$ cat src/rtl/run_control.sv
// run_control: CPU clock sequencer clocked by the board clock.
// Generates one-clk-wide cpu_clk pulses in HALT / RUN / single clock step /
// single instruction step modes, with an 8-bit PR breakpoint and a
// wrapping count of issued CPU cycles.
//
// state    | meaning
// ---------+--------------------------------------------------------------
// ST_HALT  | cpu_clk held low, waiting for a run or step request
// ST_RUN   | free-running pulses at the divider rate, breakpoint checked
// ST_STEP_C| one pulse when due, then back to HALT after its high phase
// ST_STEP_I| pulses until sc samples 0 after a pulse, capped at 8 pulses
module run_control #(
   parameter int DIV_W = 16,
   parameter int CNT_W = 16
) (
   input  logic             clk,
   input  logic             rst,
   input  logic             run_req,
   input  logic             halt_req,
   input  logic             step_clk_req,
   input  logic             step_inst_req,
   input  logic [DIV_W-1:0] div_val,
   input  logic             brk_set,
   input  logic             brk_clr,
   input  logic [7:0]       brk_val,
   input  logic             cnt_clr,
   input  logic [7:0]       pr,
   input  logic [2:0]       sc,
   output logic             cpu_clk,
   output logic [1:0]       state,
   output logic             brk_valid,
   output logic             brk_hit,
   output logic [CNT_W-1:0] cycle_cnt
);

   typedef enum logic [1:0] {
      ST_HALT   = 2'b00,
      ST_RUN    = 2'b01,
      ST_STEP_C = 2'b10,
      ST_STEP_I = 2'b11
   } state_t;

   state_t           state_q, state_d;
   logic             cpu_clk_q, cpu_clk_d;
   logic [DIV_W-1:0] div_cnt_q, div_cnt_d;
   logic             first_q, first_d;
   logic [3:0]       pcnt_q, pcnt_d;
   logic             post_q, post_d;
   logic [7:0]       brk_adrs_q, brk_adrs_d;
   logic             brk_valid_q, brk_valid_d;
   logic             brk_hit_q, brk_hit_d;
   logic [CNT_W-1:0] cyc_q, cyc_d;

   logic due;
   logic brk_match;

   assign due       = (div_cnt_q >= div_val);
   // first_q lets a RUN started on the breakpoint address make progress
   assign brk_match = brk_valid_q && (pr == brk_adrs_q) && (sc == 3'd0) && !first_q;

   // Next-state: request arbitration, divider, breakpoint and step termination
   always_comb begin
      state_d   = state_q;
      cpu_clk_d = 1'b0;
      div_cnt_d = div_cnt_q;
      first_d   = first_q;
      pcnt_d    = pcnt_q;
      post_d    = 1'b0;
      brk_hit_d = brk_hit_q;
      cyc_d     = cyc_q;

      if (cpu_clk_q) begin
         // high phase always ends after one clk; only halt is honoured here
         post_d = 1'b1;
         if (halt_req || (state_q == ST_STEP_C)) begin
            state_d = ST_HALT;
         end
      end else if (halt_req) begin
         state_d   = ST_HALT;
         div_cnt_d = '0;
      end else if (run_req) begin
         state_d   = ST_RUN;
         div_cnt_d = '0;
         brk_hit_d = 1'b0;
         first_d   = 1'b1;
         pcnt_d    = '0;
      end else if ((state_q == ST_HALT) && step_inst_req) begin
         state_d   = ST_STEP_I;
         div_cnt_d = '0;
         brk_hit_d = 1'b0;
         first_d   = 1'b1;
         pcnt_d    = '0;
      end else if ((state_q == ST_HALT) && step_clk_req) begin
         state_d   = ST_STEP_C;
         div_cnt_d = '0;
         brk_hit_d = 1'b0;
         first_d   = 1'b1;
         pcnt_d    = '0;
      end else if (state_q != ST_HALT) begin
         // sc is only meaningful once the CPU has seen the preceding edge
         if ((state_q == ST_STEP_I) && post_q && ((sc == 3'd0) || (pcnt_q == 4'd8))) begin
            state_d   = ST_HALT;
            div_cnt_d = '0;
         end else if (due) begin
            if ((state_q == ST_RUN) && brk_match) begin
               state_d   = ST_HALT;
               brk_hit_d = 1'b1;
               div_cnt_d = '0;
            end else begin
               cpu_clk_d = 1'b1;
               div_cnt_d = '0;
               first_d   = 1'b0;
               cyc_d     = cyc_q + CNT_W'(1);
               if (state_q == ST_STEP_I) begin
                  pcnt_d = pcnt_q + 4'd1;
               end
            end
         end else begin
            div_cnt_d = div_cnt_q + DIV_W'(1);
         end
      end

      if (cnt_clr) begin
         cyc_d = '0;
      end
   end

   // Breakpoint register: clear beats set, address loads on any set
   always_comb begin
      brk_adrs_d  = brk_set ? brk_val : brk_adrs_q;
      brk_valid_d = brk_valid_q;
      if (brk_clr) begin
         brk_valid_d = 1'b0;
      end else if (brk_set) begin
         brk_valid_d = 1'b1;
      end
   end

   // State and registered outputs
   always_ff @(posedge clk or negedge rst) begin
      if (!rst) begin
         state_q     <= ST_HALT;
         cpu_clk_q   <= 1'b0;
         div_cnt_q   <= '0;
         first_q     <= 1'b0;
         pcnt_q      <= '0;
         post_q      <= 1'b0;
         brk_adrs_q  <= 8'h00;
         brk_valid_q <= 1'b0;
         brk_hit_q   <= 1'b0;
         cyc_q       <= '0;
      end else begin
         state_q     <= state_d;
         cpu_clk_q   <= cpu_clk_d;
         div_cnt_q   <= div_cnt_d;
         first_q     <= first_d;
         pcnt_q      <= pcnt_d;
         post_q      <= post_d;
         brk_adrs_q  <= brk_adrs_d;
         brk_valid_q <= brk_valid_d;
         brk_hit_q   <= brk_hit_d;
         cyc_q       <= cyc_d;
      end
   end

   assign cpu_clk   = cpu_clk_q;
   assign state     = state_q;
   assign brk_valid = brk_valid_q;
   assign brk_hit   = brk_hit_q;
   assign cycle_cnt = cyc_q;

endmodule

$ cat config.mk
export PLATFORM = sky130hd
export DESIGN_NAME = run_control
export DESIGN_NICKNAME = d
export VERILOG_FILES = /design/src/rtl/run_control.sv
export SDC_FILE = /design/constraint.sdc
export NUM_CORES = 1
export LEC_CHECK = 0
export BUFFER_PORTS_ARGS = -buffer_cell sky130_fd_sc_hd__buf_2
export CAP_MARGIN = 25
export CORE_MARGIN = 4
export CORE_UTILIZATION = 50
export CTS_BUF_LIST = sky130_fd_sc_hd__clkbuf_4 sky130_fd_sc_hd__clkbuf_8 sky130_fd_sc_hd__clkbuf_16
export DETAILED_ROUTE_END_ITERATION = 8
export PLACE_DENSITY = 0.85
export SETUP_SLACK_MARGIN = 0.4
export SYNTH_ARGS = -nofsm -noshare
export SYNTH_HDL_FRONTEND = slang
export SYNTH_SLANG_ARGS = --single-unit
$ cat constraint.sdc
create_clock -name clk -period 3.2 [get_ports clk]
set_clock_uncertainty 0.2 [all_clocks]
set_input_delay 0.32 -clock clk [delete_from_list [all_inputs] [get_ports clk]]
set_output_delay 0.32 -clock clk [all_outputs]
set_load 0.005 [all_outputs]
==> out/qor.tcl, run 1 <==
set qor(worstReg2RegEnd) {cycle_cnt[15]}
set qor(tritoncts_clock_tree) {done}
set qor(num_rows) 29
set qor(static-leakage-power_nw) 1.87
set qor(rsz0062_at_grt) {yes}
set qor(use_met2) 0.427
set qor(fillers) 519
set qor(synth-async-reset-ratio) 1.00
set qor(most_common_library_cell_in_the_layout_ignoring_fill_and_taps) {sky130_fd_sc_hd__buf_2}
set qor(num-nets-final) 501
set qor(floorplan.initialDensity) 0.513
set qor(die_area_sq_um) 7830
set qor(design_power_total_mw) 1.22
set qor(post-route-min-period_ns) 2.97
set qor(h-tree-depth) 2
set qor(post_drt_wl_per_cell_microns) 17.3
set qor(number_of_cts_inserted_buffers) 5
set qor(post_drt_via_cell_ratio) 6.18
set qor(crit_path_start) {div_cnt_q[13]}
set qor(worst_ir_drop_vdd_mv) 0.212
set qor(post_synth_edffs) 0
set qor(globalRouteOverflowTotal) 0
set qor(hold_ws_ns) 0.0429
set qor(grt-busiest-layer) {met2}
set qor(clock_path_buffers) 2
set qor(worstSetupEndpointType) {flip-flop}
set qor(postSynthCellCount) 360
set qor(synthesis.nets) 424
set qor(status) {finished, final reports clean}
set qor(max_cap_violations) 0
set qor(final_cell_mix) {sky130_fd_sc_hd__buf_2, sky130_fd_sc_hd__dfrtp_1, sky130_fd_sc_hd__nand2_1, sky130_fd_sc_hd__nor2_1, sky130_fd_sc_hd__nand3_1}
set qor(mappedNetlistArea_sq_um) 3240
set qor(finalWirelength_microns) 8870
set qor(grt_start_max_net_pins) 32
set qor(clkLatencyLatePin_ns) 0.31
set qor(number_of_inserted_diodes) 0
set qor(max_slew.worst_pin.slew_ns) 0.760
set qor(min_period_over_period) 0.927
set qor(antenna_left) 0
set qor(pin_count) 65
set qor(slew_viol_final) 0
set qor(clk_root_buffer_cell) {sky130_fd_sc_hd__clkbuf_8}
set qor(antenna_found_initial) 0
set qor(dieHeight_microns) 88.5
set qor(synthesis.yosys.warnings) 0
set qor(cp.required_ns) 3.24
set qor(groute.usage.overall) 0.235
set qor(area.growth.synth_to_final_pct) 24.3
set qor(clock_transition_at_the_registers_of_the_reported_paths_ns) 0.09
set qor(worstSetupPathType) {flip-flop to flip-flop}
set qor(report.final.hold_viol_count) 0
set qor(startpoint_of_the_lowest_slack_register_to_register_path) {div_cnt_q[13]}
set qor(grt_use_met3) 0.0382
set qor(setup_violations) 0
set qor(max-slew-margin-rel) 0.491
set qor(initial_drc_count) 238
set qor(cts.sink_count) 51
set qor(worst_setup_path_start_kind) {flip-flop}
set qor(die-width_microns) 88.5
set qor(clock.fmax_ghz) 0.337
set qor(worstPathArrival_ns) 3.01
set qor(first_pass_grt_wire_length_microns) 14500
set qor(synthFlopType) {sky130_fd_sc_hd__dfrtp_1}
set qor(synth_cell_types) 49
set qor(number_of_global_route_vias_before_repair) 3144
set qor(setup.reg_to_reg.worst_slack_ns) 0.23
set qor(globalplace.congestion) 0.881
set qor(num_vias) 3169
set qor(global_route.usage.met1) 0.278
set qor(final_layout_size_suffix_gt1_frac) 0.312
set qor(synth-seq-area-share) 0.394
set qor(dpl.hpwl_microns) 6110
set qor(path_type_of_the_worst_min_delay_path) {input port to flip-flop}
set qor(drcViolationCount) 0
set qor(ys_seq_elements) 51
set qor(setup-tns-final_ns) 0
set qor(power_density_nw_per_um2) 303
set qor(fp.coreArea_sq_um) 6310
set qor(worst-path-max-fanout) 12
set qor(dr.pass1.iters) 4
set qor(port-buffer-count) 64
set qor(worst_r2r_path_depth) 8
set qor(crit_end) {cycle_cnt[15]}
set qor(avgSynthCellArea_sq_um) 8.99
[registers in the layout (all words and copies together), names as in the netlist]
name	flops
brk_valid	1
first_q	1
state	2
brk_adrs_q	8
post_q	1
brk_hit	1
pcnt_q	4
div_cnt_q	16
cpu_clk	1
cycle_cnt	16
[stage by stage]
step / utilization / std cells / worst slack [ns] / area [sq um]
6_report: 0.637 / 513 / 0.234 / 4020
5_1_grt: 0.637 / 513 / 0.181 / 4020
4_1_cts: 0.618 / 510 / 0.333 / 3900
3_5_place_dp: 0.582 / 495 / 0.167 / 3680
3_3_place_gp: 0.582 / 495 / 0.263 / 3680
2_1_floorplan: - / 360 / 0.369 / 3260
[metal layers]
metal	up-vias	routed length (microns)
met5	-	0
met1	1543	3490
met4	0	259
met3	27	435
li1	1491	-
met2	108	4690
[repair_timing]
item,4_1_cts,5_1_grt
endpoints found under the setup margin,24,34
cloned,2,0
gates resized for setup,7,27
setup buffers,5,3
hold endpoints to repair,31,0
hold buffers,2,0
pin swaps,5,7
[report_power, final]
part / internal, mW / total, mW / switching [mW]
Clock: 0.155 / 0.366 / 0.211
Sequential: 0.659 / 0.674 / 0.0149
Combinational: 0.0800 / 0.178 / 0.0981
[cells by family after synthesis]
| logic type | after synthesis | synth area share |
|---|---|---|
| flops | 51 | 0.394 |
| mux | 12 | 0.0413 |
| fa+ha+maj | 20 | 0.0773 |
| simple gates | 155 | 0.257 |
| buf+inv | 38 | 0.0487 |
| compound gates | 76 | 0.160 |
| xor+xnor | 8 | 0.0216 |
[synth_stat cells, types with 3 or more instances]
library cell | n | area (sq um)
sky130_fd_sc_hd__dfrtp_1 | 51 | 1280
sky130_fd_sc_hd__nand2_1 | 28 | 105
sky130_fd_sc_hd__nor2_1 | 27 | 101
sky130_fd_sc_hd__nand3_1 | 25 | 125
sky130_fd_sc_hd__inv_1 | 24 | 90.1
sky130_fd_sc_hd__ha_1 | 20 | 250
sky130_fd_sc_hd__a21oi_1 | 17 | 85.1
sky130_fd_sc_hd__nor3_1 | 14 | 70.1
sky130_fd_sc_hd__o21ai_0 | 14 | 70.1
sky130_fd_sc_hd__clkbuf_1 | 11 | 41.3
sky130_fd_sc_hd__mux2_2 | 11 | 124
sky130_fd_sc_hd__o31ai_1 | 11 | 82.6
sky130_fd_sc_hd__and3_1 | 10 | 62.6
sky130_fd_sc_hd__nand4_1 | 10 | 62.6
sky130_fd_sc_hd__or4_1 | 10 | 75.1
sky130_fd_sc_hd__a22o_1 | 7 | 61.3
sky130_fd_sc_hd__nor2b_1 | 7 | 43.8
sky130_fd_sc_hd__or3_1 | 6 | 37.5
sky130_fd_sc_hd__a31o_2 | 5 | 43.8
sky130_fd_sc_hd__xnor2_1 | 5 | 43.8
sky130_fd_sc_hd__a31oi_1 | 4 | 25.0
sky130_fd_sc_hd__o2bb2ai_1 | 4 | 35.0
sky130_fd_sc_hd__nand2b_1 | 3 | 18.8
sky130_fd_sc_hd__nand4bb_1 | 3 | 33.8
sky130_fd_sc_hd__xor2_1 | 3 | 26.3
[layout make-up]
cell class	count	area (sq um)	share of cell area
Timing Repair Buffer	84	538	0.134
Clock buffer	6	76.3	0.0190
Tap cell	77	96.3	0.0239
Multi-Input combinational cell	271	1940	0.483
Inverter	24	90.1	0.0224
Sequential cell	51	1280	0.318
[worst min path at each step]
stage | startpoint | end | slack, ns | cells after the start
after floorplan | rst | brk_adrs_q[0] | -0.18 | 0
after global placement | rst | brk_adrs_q[5] | 0.20 | 1
after detailed placement | rst | brk_adrs_q[3] | 0.22 | 1
after CTS | brk_val[5] | brk_adrs_q[5] | 0.04 | 2
after global routing | brk_val[5] | brk_adrs_q[5] | 0.04 | 2
final | brk_val[7] | brk_adrs_q[7] | 0.04 | 2
[worst max-delay path: stages, from the launching register on]
cell,delay [ns]
sky130_fd_sc_hd__dfrtp_2,0.45
sky130_fd_sc_hd__ha_4,0.28
sky130_fd_sc_hd__nand4_1,0.12
sky130_fd_sc_hd__or3_1,0.42
sky130_fd_sc_hd__or4_4,0.43
sky130_fd_sc_hd__and3_4,0.19
sky130_fd_sc_hd__buf_12,0.15
sky130_fd_sc_hd__or4_4,0.51
sky130_fd_sc_hd__a21oi_2,0.14
Power figures use the tool's default switching activity.
==> inputs of run 2 (changes only) <==
Settings changed: PLACE_DENSITY 0.85 to 0.76, SETUP_SLACK_MARGIN 0.4 to 0.15.
==> out/qor.tcl, run 2 (same netlist as run 1, synthesis figures left out) <==
set qor(status) {finished, final reports clean}
set qor(power_density_nw_per_um2) 304 ;# +0.63%
set qor(critical_path.slowest_cell) {sky130_fd_sc_hd__or4_4}
set qor(worstSetupPathType) {flip-flop to flip-flop}
set qor(design_area_sq_um) 4130 ;# +2.6%
set qor(detailroute.wirelength.met2_microns) 4400 ;# -6.0%
set qor(setup.reg_to_reg.worst_slack_ns) 0.14 ;# -0.09 ns
set qor(grt_start_max_net_pins) 28 ;# -13%
set qor(placed_cells_incl_taps) 499 ;# +0.81%
set qor(setup-tns-final_ns) 0 ;# unchanged
set qor(post_drt_via_cell_ratio) 6.02 ;# -2.6%
set qor(post-route-min-period_ns) 3.06 ;# +0.0909 ns
set qor(max_slew.worst_pin.slew_ns) 0.752 ;# -0.00866 ns
set qor(fillers) 534 ;# +2.9%
set qor(slew_viol_final) 0 ;# unchanged
set qor(crit_path_start) {div_cnt_q[11]}
set qor(antenna_left) 0 ;# unchanged
set qor(design_power_total_mw) 1.26 ;# +3.2%
set qor(sequential_cell_area_sq_um) 1280 ;# about the same
set qor(num_rows) 29 ;# unchanged
set qor(maxUsedRoutingLayer) {met4}
set qor(path_type_of_the_worst_min_delay_path) {input port to flip-flop}
set qor(max_cap_violations) 0 ;# unchanged
set qor(port-buffer-count) 64 ;# unchanged
set qor(antenna_found_initial) 0 ;# unchanged
set qor(dieHeight_microns) 88.5 ;# unchanged
set qor(num_vias) 3135 ;# -1.1%
set qor(worst_r2r_path_depth) 8 ;# unchanged
set qor(dr.pass1.iters) 4 ;# unchanged
set qor(final_cell_mix) {sky130_fd_sc_hd__buf_2, sky130_fd_sc_hd__dfrtp_1, sky130_fd_sc_hd__nand2_1, sky130_fd_sc_hd__nor2_1}
set qor(drcViolationCount) 0 ;# unchanged
set qor(most_common_library_cell_in_the_layout_ignoring_fill_and_taps) {sky130_fd_sc_hd__buf_2}
set qor(wl_met3_microns) 540 ;# +24%
set qor(cpPeakStageDelay_ns) 0.55 ;# +0.04 ns
set qor(cp.required_ns) 3.24 ;# about the same
set qor(rsz0062_at_grt) {yes}
set qor(cts.sink_count) 51 ;# unchanged
set qor(startpoint_of_the_lowest_slack_register_to_register_path) {div_cnt_q[11]}
set qor(worst-path-max-fanout) 6 ;# -6
set qor(die_area_sq_um) 7830 ;# unchanged
set qor(number_of_cts_inserted_buffers) 5 ;# unchanged
set qor(clock_path_buffers) 2 ;# unchanged
set qor(clock_transition_at_the_registers_of_the_reported_paths_ns) 0.10 ;# about the same
set qor(num-nets-final) 507 ;# +1.2%
set qor(clk_root_buffer_cell) {sky130_fd_sc_hd__clkbuf_8}
set qor(worst_ir_drop_vdd_mv) 0.177 ;# -16%
set qor(die-width_microns) 88.5 ;# unchanged
set qor(detailed_place.area_sq_um) 3690 ;# +0.34%
set qor(clkLatencyLatePin_ns) 0.31 ;# about the same
set qor(min-delay-start) {brk_val[1]}
set qor(worstPathArrival_ns) 3.10 ;# +0.09 ns
set qor(groute.usage.overall) 0.214 ;# -0.0208
set qor(number_of_global_route_vias_before_repair) 2977 ;# -5.3%
set qor(dpl.hpwl_microns) 5900 ;# -3.4%
set qor(crit_end) {cycle_cnt[12]}
set qor(floorplan.initialDensity) 0.513 ;# unchanged
set qor(min_period_over_period) 0.955 ;# +0.0284
set qor(report.final.hold_viol_count) 0 ;# unchanged
set qor(wl_met1_microns) 3420 ;# -2.0%
set qor(initial_drc_count) 137 ;# -42%
set qor(worstSetupEndpointType) {flip-flop}
set qor(globalplace.congestion) 0.870 ;# -1.2%
set qor(final-instance-count-excl-fill) 521 ;# +1.6%
set qor(h-tree-depth) 2 ;# unchanged
set qor(final_layout_size_suffix_gt1_frac) 0.329 ;# +0.0169
set qor(static-leakage-power_nw) 1.91 ;# +1.8%
set qor(fp.coreArea_sq_um) 6310 ;# unchanged
set qor(area.growth.synth_to_final_pct) 27.5
set qor(clock.fmax_ghz) 0.327 ;# -3.0%
set qor(finalWirelength_microns) 8610 ;# -2.9%
set qor(post_drt_wl_per_cell_microns) 16.5 ;# -4.4%
set qor(multiInputGateArea_sq_um) 1970 ;# +1.3%
set qor(worstPathCellList) {ha_4, nand2_1, or3_4, or4_4, and3_4, buf_12, or4b_1, a21oi_2}
set qor(max-slew-margin-rel) 0.497 ;# +0.00580
set qor(first_pass_grt_wire_length_microns) 13400 ;# -8.0%
set qor(pin_count) 65 ;# unchanged
set qor(tritoncts_clock_tree) {done}
set qor(globalRouteOverflowTotal) 0 ;# unchanged
set qor(setup_violations) 0 ;# unchanged
set qor(number_of_inserted_diodes) 0 ;# unchanged
set qor(worst_setup_path_start_kind) {flip-flop}
set qor(worstReg2RegEnd) {cycle_cnt[12]}
==> run 2: per-layer routing <==
metal	up-vias	global-route usage
met2	109	0.379
met3	26	0.0345
li1	1496	-
met5	-	0
met4	0	0.0742
met1	1504	0.262
==> run 2: worst min-delay path by stage <==
stage,to,slack (ns),depth (start not counted)
after floorplan,brk_adrs_q[0],-0.18,0
after global placement,cycle_cnt[10],0.16,1
after detailed placement,brk_adrs_q[3],0.16,1
after CTS,brk_adrs_q[1],0.03,2
after global routing,brk_adrs_q[0],0.04,2
final,brk_adrs_q[1],0.03,2
==> run 2: metrics by stage <==
step	worst slack, ns	hold slack [ns]	utilization
5_1_grt	0.0860	0.0399	0.654
3_5_place_dp	0.0225	0.158	0.584
2_1_floorplan	0.198	-0.176	-
3_3_place_gp	0.0876	0.162	0.584
6_report	0.143	0.0312	0.654
4_1_cts	0.151	0.0329	0.613
==> run 2: what timing repair did <==
item	in CTS	in global routing
gates resized for setup	2	31
hold buffers	2	0
gates cloned	1	2
setup buffers	3	6
pin swaps	2	13
hold endpoints to repair	26	0
endpoints found under the setup margin	12	25
==> run 2: layout make-up <==
cell class                 count  share of cell area
clock buffer                   7              0.0218
tap                           77              0.0233
clock inverter                 1             0.00212
inverter                      24              0.0218
multi-input combinational    271               0.477
timing repair buffer          90               0.144
sequential                    51               0.310
==> run 2: where the power goes <==
group / total, mW / internal (mW) / switching, mW
registers: 0.674 / 0.659 / 0.0146
logic: 0.178 / 0.0813 / 0.0963
clock network: 0.406 / 0.186 / 0.219
total: 1.26 / 0.926 / 0.330
==> run 2: worst max-delay path: cells and delay by family (launching register included) <==
kind            cells  cell delay (ns)
simple gates        5             1.77
buf+inv             1             0.15
fa+ha+maj           1             0.28
compound gates      1             0.13
flops               1             0.45
==> inputs of run 3 (changes only) <==
Settings changed: ABC_AREA from default to 1, ABC_CLOCK_PERIOD_IN_PS from default to 2500.
Clock period 3.2 ns to 2.5 ns, I/O delays scaled along.
==> out/qor.tcl, run 3 <==
set qor(startpoint_of_the_lowest_slack_register_to_register_path) {div_cnt_q[7]}
set qor(synthDominantAreaCellType) {sky130_fd_sc_hd__dfrtp_1}
set qor(die-width_microns) 92.7 ;# +4.8%
set qor(initial_drc_count) 105 ;# -23%
set qor(hold-path-endpoint) {pcnt_q[2]}
set qor(worstSetupEndpointType) {flip-flop}
set qor(synth-async-reset-ratio) 1.00 ;# unchanged
set qor(synthMostInstantiatedCell) {sky130_fd_sc_hd__nand2_1}
set qor(setup-tns-final_ns) 0 ;# unchanged
set qor(worst-path-max-fanout) 7 ;# +1
set qor(max_slew.worst_pin.slew_ns) 0.589 ;# -0.162 ns
set qor(max-slew-margin-rel) 0.607 ;# +0.111
set qor(worst_setup_path_start_kind) {flip-flop}
set qor(worst_ir_drop_vdd_mv) 0.346 ;# +95%
set qor(clk_root_buffer_cell) {sky130_fd_sc_hd__clkbuf_8}
set qor(slew_viol_final) 0 ;# unchanged
set qor(dpl.hpwl_microns) 6340 ;# +7.5%
set qor(avgSynthCellArea_sq_um) 7.20 ;# -20%
set qor(worstPathArrival_ns) 2.17 ;# -0.93 ns
set qor(power_density_nw_per_um2) 398 ;# +31%
set qor(synth_area_leaders) {sky130_fd_sc_hd__dfrtp_1, sky130_fd_sc_hd__nand2_1, sky130_fd_sc_hd__inv_1}
set qor(synthesis.yosys.warnings) 0 ;# unchanged
set qor(postSynthCellCount) 499 ;# +39%
set qor(max_cap_violations) 0 ;# unchanged
set qor(groute.usage.overall) 0.206 ;# -0.00730
set qor(final_cell_mix) {sky130_fd_sc_hd__nand2_1, sky130_fd_sc_hd__inv_1, sky130_fd_sc_hd__buf_2, sky130_fd_sc_hd__nor2_1, sky130_fd_sc_hd__dfrtp_1}
set qor(antenna_found_initial) 0 ;# unchanged
set qor(min-delay-start) {run_req}
set qor(setup.reg_to_reg.worst_slack_ns) 0.34 ;# +0.19 ns
set qor(synth-seq-area-share) 0.355 ;# -0.0387
set qor(worst_r2r_path_depth) 10 ;# +2
set qor(worstReg2RegEnd) {first_q}
set qor(post_drt_wl_per_cell_microns) 12.2 ;# -26%
set qor(number_of_global_route_vias_before_repair) 3413 ;# +15%
set qor(cp.required_ns) 2.51 ;# -0.73 ns
set qor(rsz0062_at_grt) {no}
set qor(pin_count) 65 ;# unchanged
set qor(synth.top_cells.by_count) {sky130_fd_sc_hd__nand2_1, sky130_fd_sc_hd__inv_1, sky130_fd_sc_hd__nor2_1}
set qor(most_common_library_cell_in_the_layout_ignoring_fill_and_taps) {sky130_fd_sc_hd__nand2_1}
set qor(fillers) 663 ;# +24%
set qor(tritoncts_clock_tree) {done}
set qor(post-route-min-period_ns) 2.16 ;# -0.895 ns
set qor(final_layout_size_suffix_gt1_frac) 0.206 ;# -0.123
set qor(status) {finished, final reports clean}
set qor(synthesis.nets) 563 ;# +33%
set qor(ys_seq_elements) 51 ;# unchanged
set qor(multiInputGateArea_sq_um) 2000 ;# +1.7%
set qor(port-buffer-count) 64 ;# unchanged
set qor(first_pass_grt_wire_length_microns) 14600 ;# +9.1%
set qor(post_synth_edffs) 0 ;# unchanged
set qor(sequential_cell_area_sq_um) 1280 ;# -0.20%
set qor(mappedNetlistArea_sq_um) 3590 ;# +11%
set qor(cts.sink_count) 51 ;# unchanged
set qor(drcViolationCount) 0 ;# unchanged
set qor(number_of_inserted_diodes) 0 ;# unchanged
set qor(report.final.hold_viol_count) 0 ;# unchanged
set qor(clock.fmax_ghz) 0.463 ;# +41%
set qor(min_period_over_period) 0.865 ;# -0.0905
set qor(grt_start_max_net_pins) 27 ;# -3.6%
set qor(place_worst_setup_slack_ns) 0.236 ;# +0.213 ns
set qor(area.growth.synth_to_final_pct) 18.5
set qor(clock_path_buffers) 2 ;# unchanged
set qor(synth_top_cell_area_share) 0.355 ;# -0.0387
set qor(num-nets-final) 645 ;# +27%
set qor(setup_violations) 0 ;# unchanged
set qor(static-leakage-power_nw) 2.30 ;# +21%
set qor(globalRouteOverflowTotal) 0 ;# unchanged
set qor(post_drt_via_cell_ratio) 5.04 ;# -16%
set qor(number_of_cts_inserted_buffers) 5 ;# unchanged
set qor(synth_cell_types) 35 ;# -29%
set qor(path_type_of_the_worst_min_delay_path) {input port to flip-flop}
set qor(h-tree-depth) 2 ;# unchanged
set qor(die_area_sq_um) 8600 ;# +9.9%
set qor(fp.coreArea_sq_um) 6870 ;# +8.8%
set qor(clock_transition_at_the_registers_of_the_reported_paths_ns) 0.10 ;# about the same
set qor(synthFlopType) {sky130_fd_sc_hd__dfrtp_1}
set qor(worstSetupPathType) {flip-flop to flip-flop}
set qor(dr.pass1.iters) 4 ;# unchanged
set qor(num_rows) 30 ;# +3.4%
set qor(floorplan.initialDensity) 0.523 ;# +0.00989
set qor(design_power_total_mw) 1.69 ;# +35%
set qor(hold_depth) 4 ;# +2
set qor(antenna_left) 0 ;# unchanged
set qor(num_vias) 3419 ;# +9.1%
set qor(globalplace.congestion) 0.865 ;# -0.68%
set qor(dieHeight_microns) 92.7 ;# +4.8%
set qor(clkLatencyLatePin_ns) 0.31 ;# about the same
set qor(finalWirelength_microns) 8280 ;# -3.9%
set qor(final.setup.worst_slack_ns) 0.338 ;# +0.195 ns
## run 3: repair_timing
| item | CTS | global route |
|---|---|---|
| setup endpoints to repair | 0 | 19 |
| setup buffers | 0 | 2 |
| endpoints found under the hold margin | 33 | 0 |
| hold buffers | 10 | 0 |
| gates resized for setup | 0 | 4 |
## run 3: metal layers
metal | track usage | vias to the layer above | share of wire | wire [microns]
met5 | 0 | - | 0 | 0
met4 | 0.0708 | 0 | 0.015 | 128
met3 | 0.0341 | 12 | 0.039 | 323
met2 | 0.363 | 83 | 0.51 | 4200
met1 | 0.256 | 1584 | 0.44 | 3620
li1 | - | 1740 | - | -
## run 3: final cells by class
type,instances,share of cell area
Multi-Input combinational cell,364,0.471
Sequential cell,51,0.300
Timing Repair Buffer,81,0.111
Inverter,78,0.0688
Tap cell,96,0.0282
Clock buffer,5,0.0162
Clock inverter,3,0.00471
## run 3: where the power goes
| part | internal [mW] | switching [mW] | total [mW] |
|---|---|---|---|
| sequential | 0.859 | 0.0311 | 0.890 |
| clock | 0.195 | 0.288 | 0.483 |
| combinational | 0.129 | 0.190 | 0.319 |
| total | 1.18 | 0.509 | 1.69 |
## run 3: through the flow
stage          hold slack (ns)  cells   util  cell area, sq um
2_1_floorplan           -0.246    499      -              3590
3_3_place_gp            0.0953    658  0.586              4030
3_5_place_dp            0.0879    658  0.586              4030
4_1_cts                 0.0386    676  0.614              4220
5_1_grt                 0.0675    678  0.619              4250
6_report                0.0507    678  0.619              4250
## run 3: cell families (layout without fill, tap and decap cells)
family,Yosys count,in the layout,share of synthesized area
xor gates and xnor gates,24,24,0.0585
and+or+nand+nor,285,285,0.362
AOI/OAI and AO/OA,30,30,0.0456
DFF,51,51,0.355
muxes,5,5,0.0157
adders and majority gates,20,20,0.0697
buffers and inverters,84,167,0.0934
## run 3: worst max-delay path, cell delays in order (launching register included)
cell and delay [ns]:
sky130_fd_sc_hd__dfrtp_1 0.47, sky130_fd_sc_hd__ha_1 0.33, sky130_fd_sc_hd__nand2_1 0.07, sky130_fd_sc_hd__o21a_1 0.19
sky130_fd_sc_hd__nand2_1 0.07, sky130_fd_sc_hd__nand2_1 0.09, sky130_fd_sc_hd__buf_4 0.17, sky130_fd_sc_hd__nand3_1 0.09
sky130_fd_sc_hd__nand2_1 0.13, sky130_fd_sc_hd__o21ai_0 0.19, sky130_fd_sc_hd__nand2_1 0.06
## run 3: worst max path at each step
stage	from	endpoint	slack [ns]	depth (start not counted)
after floorplan	div_cnt_q[3]	cycle_cnt[0]	0.49	14
after global placement	div_cnt_q[7]	cycle_cnt[4]	0.34	9
after detailed placement	div_cnt_q[3]	cycle_cnt[13]	0.24	12
after CTS	div_cnt_q[3]	cycle_cnt[4]	0.22	12
after global routing	div_cnt_q[0]	cycle_cnt[13]	0.15	13
final	div_cnt_q[7]	first_q	0.34	10
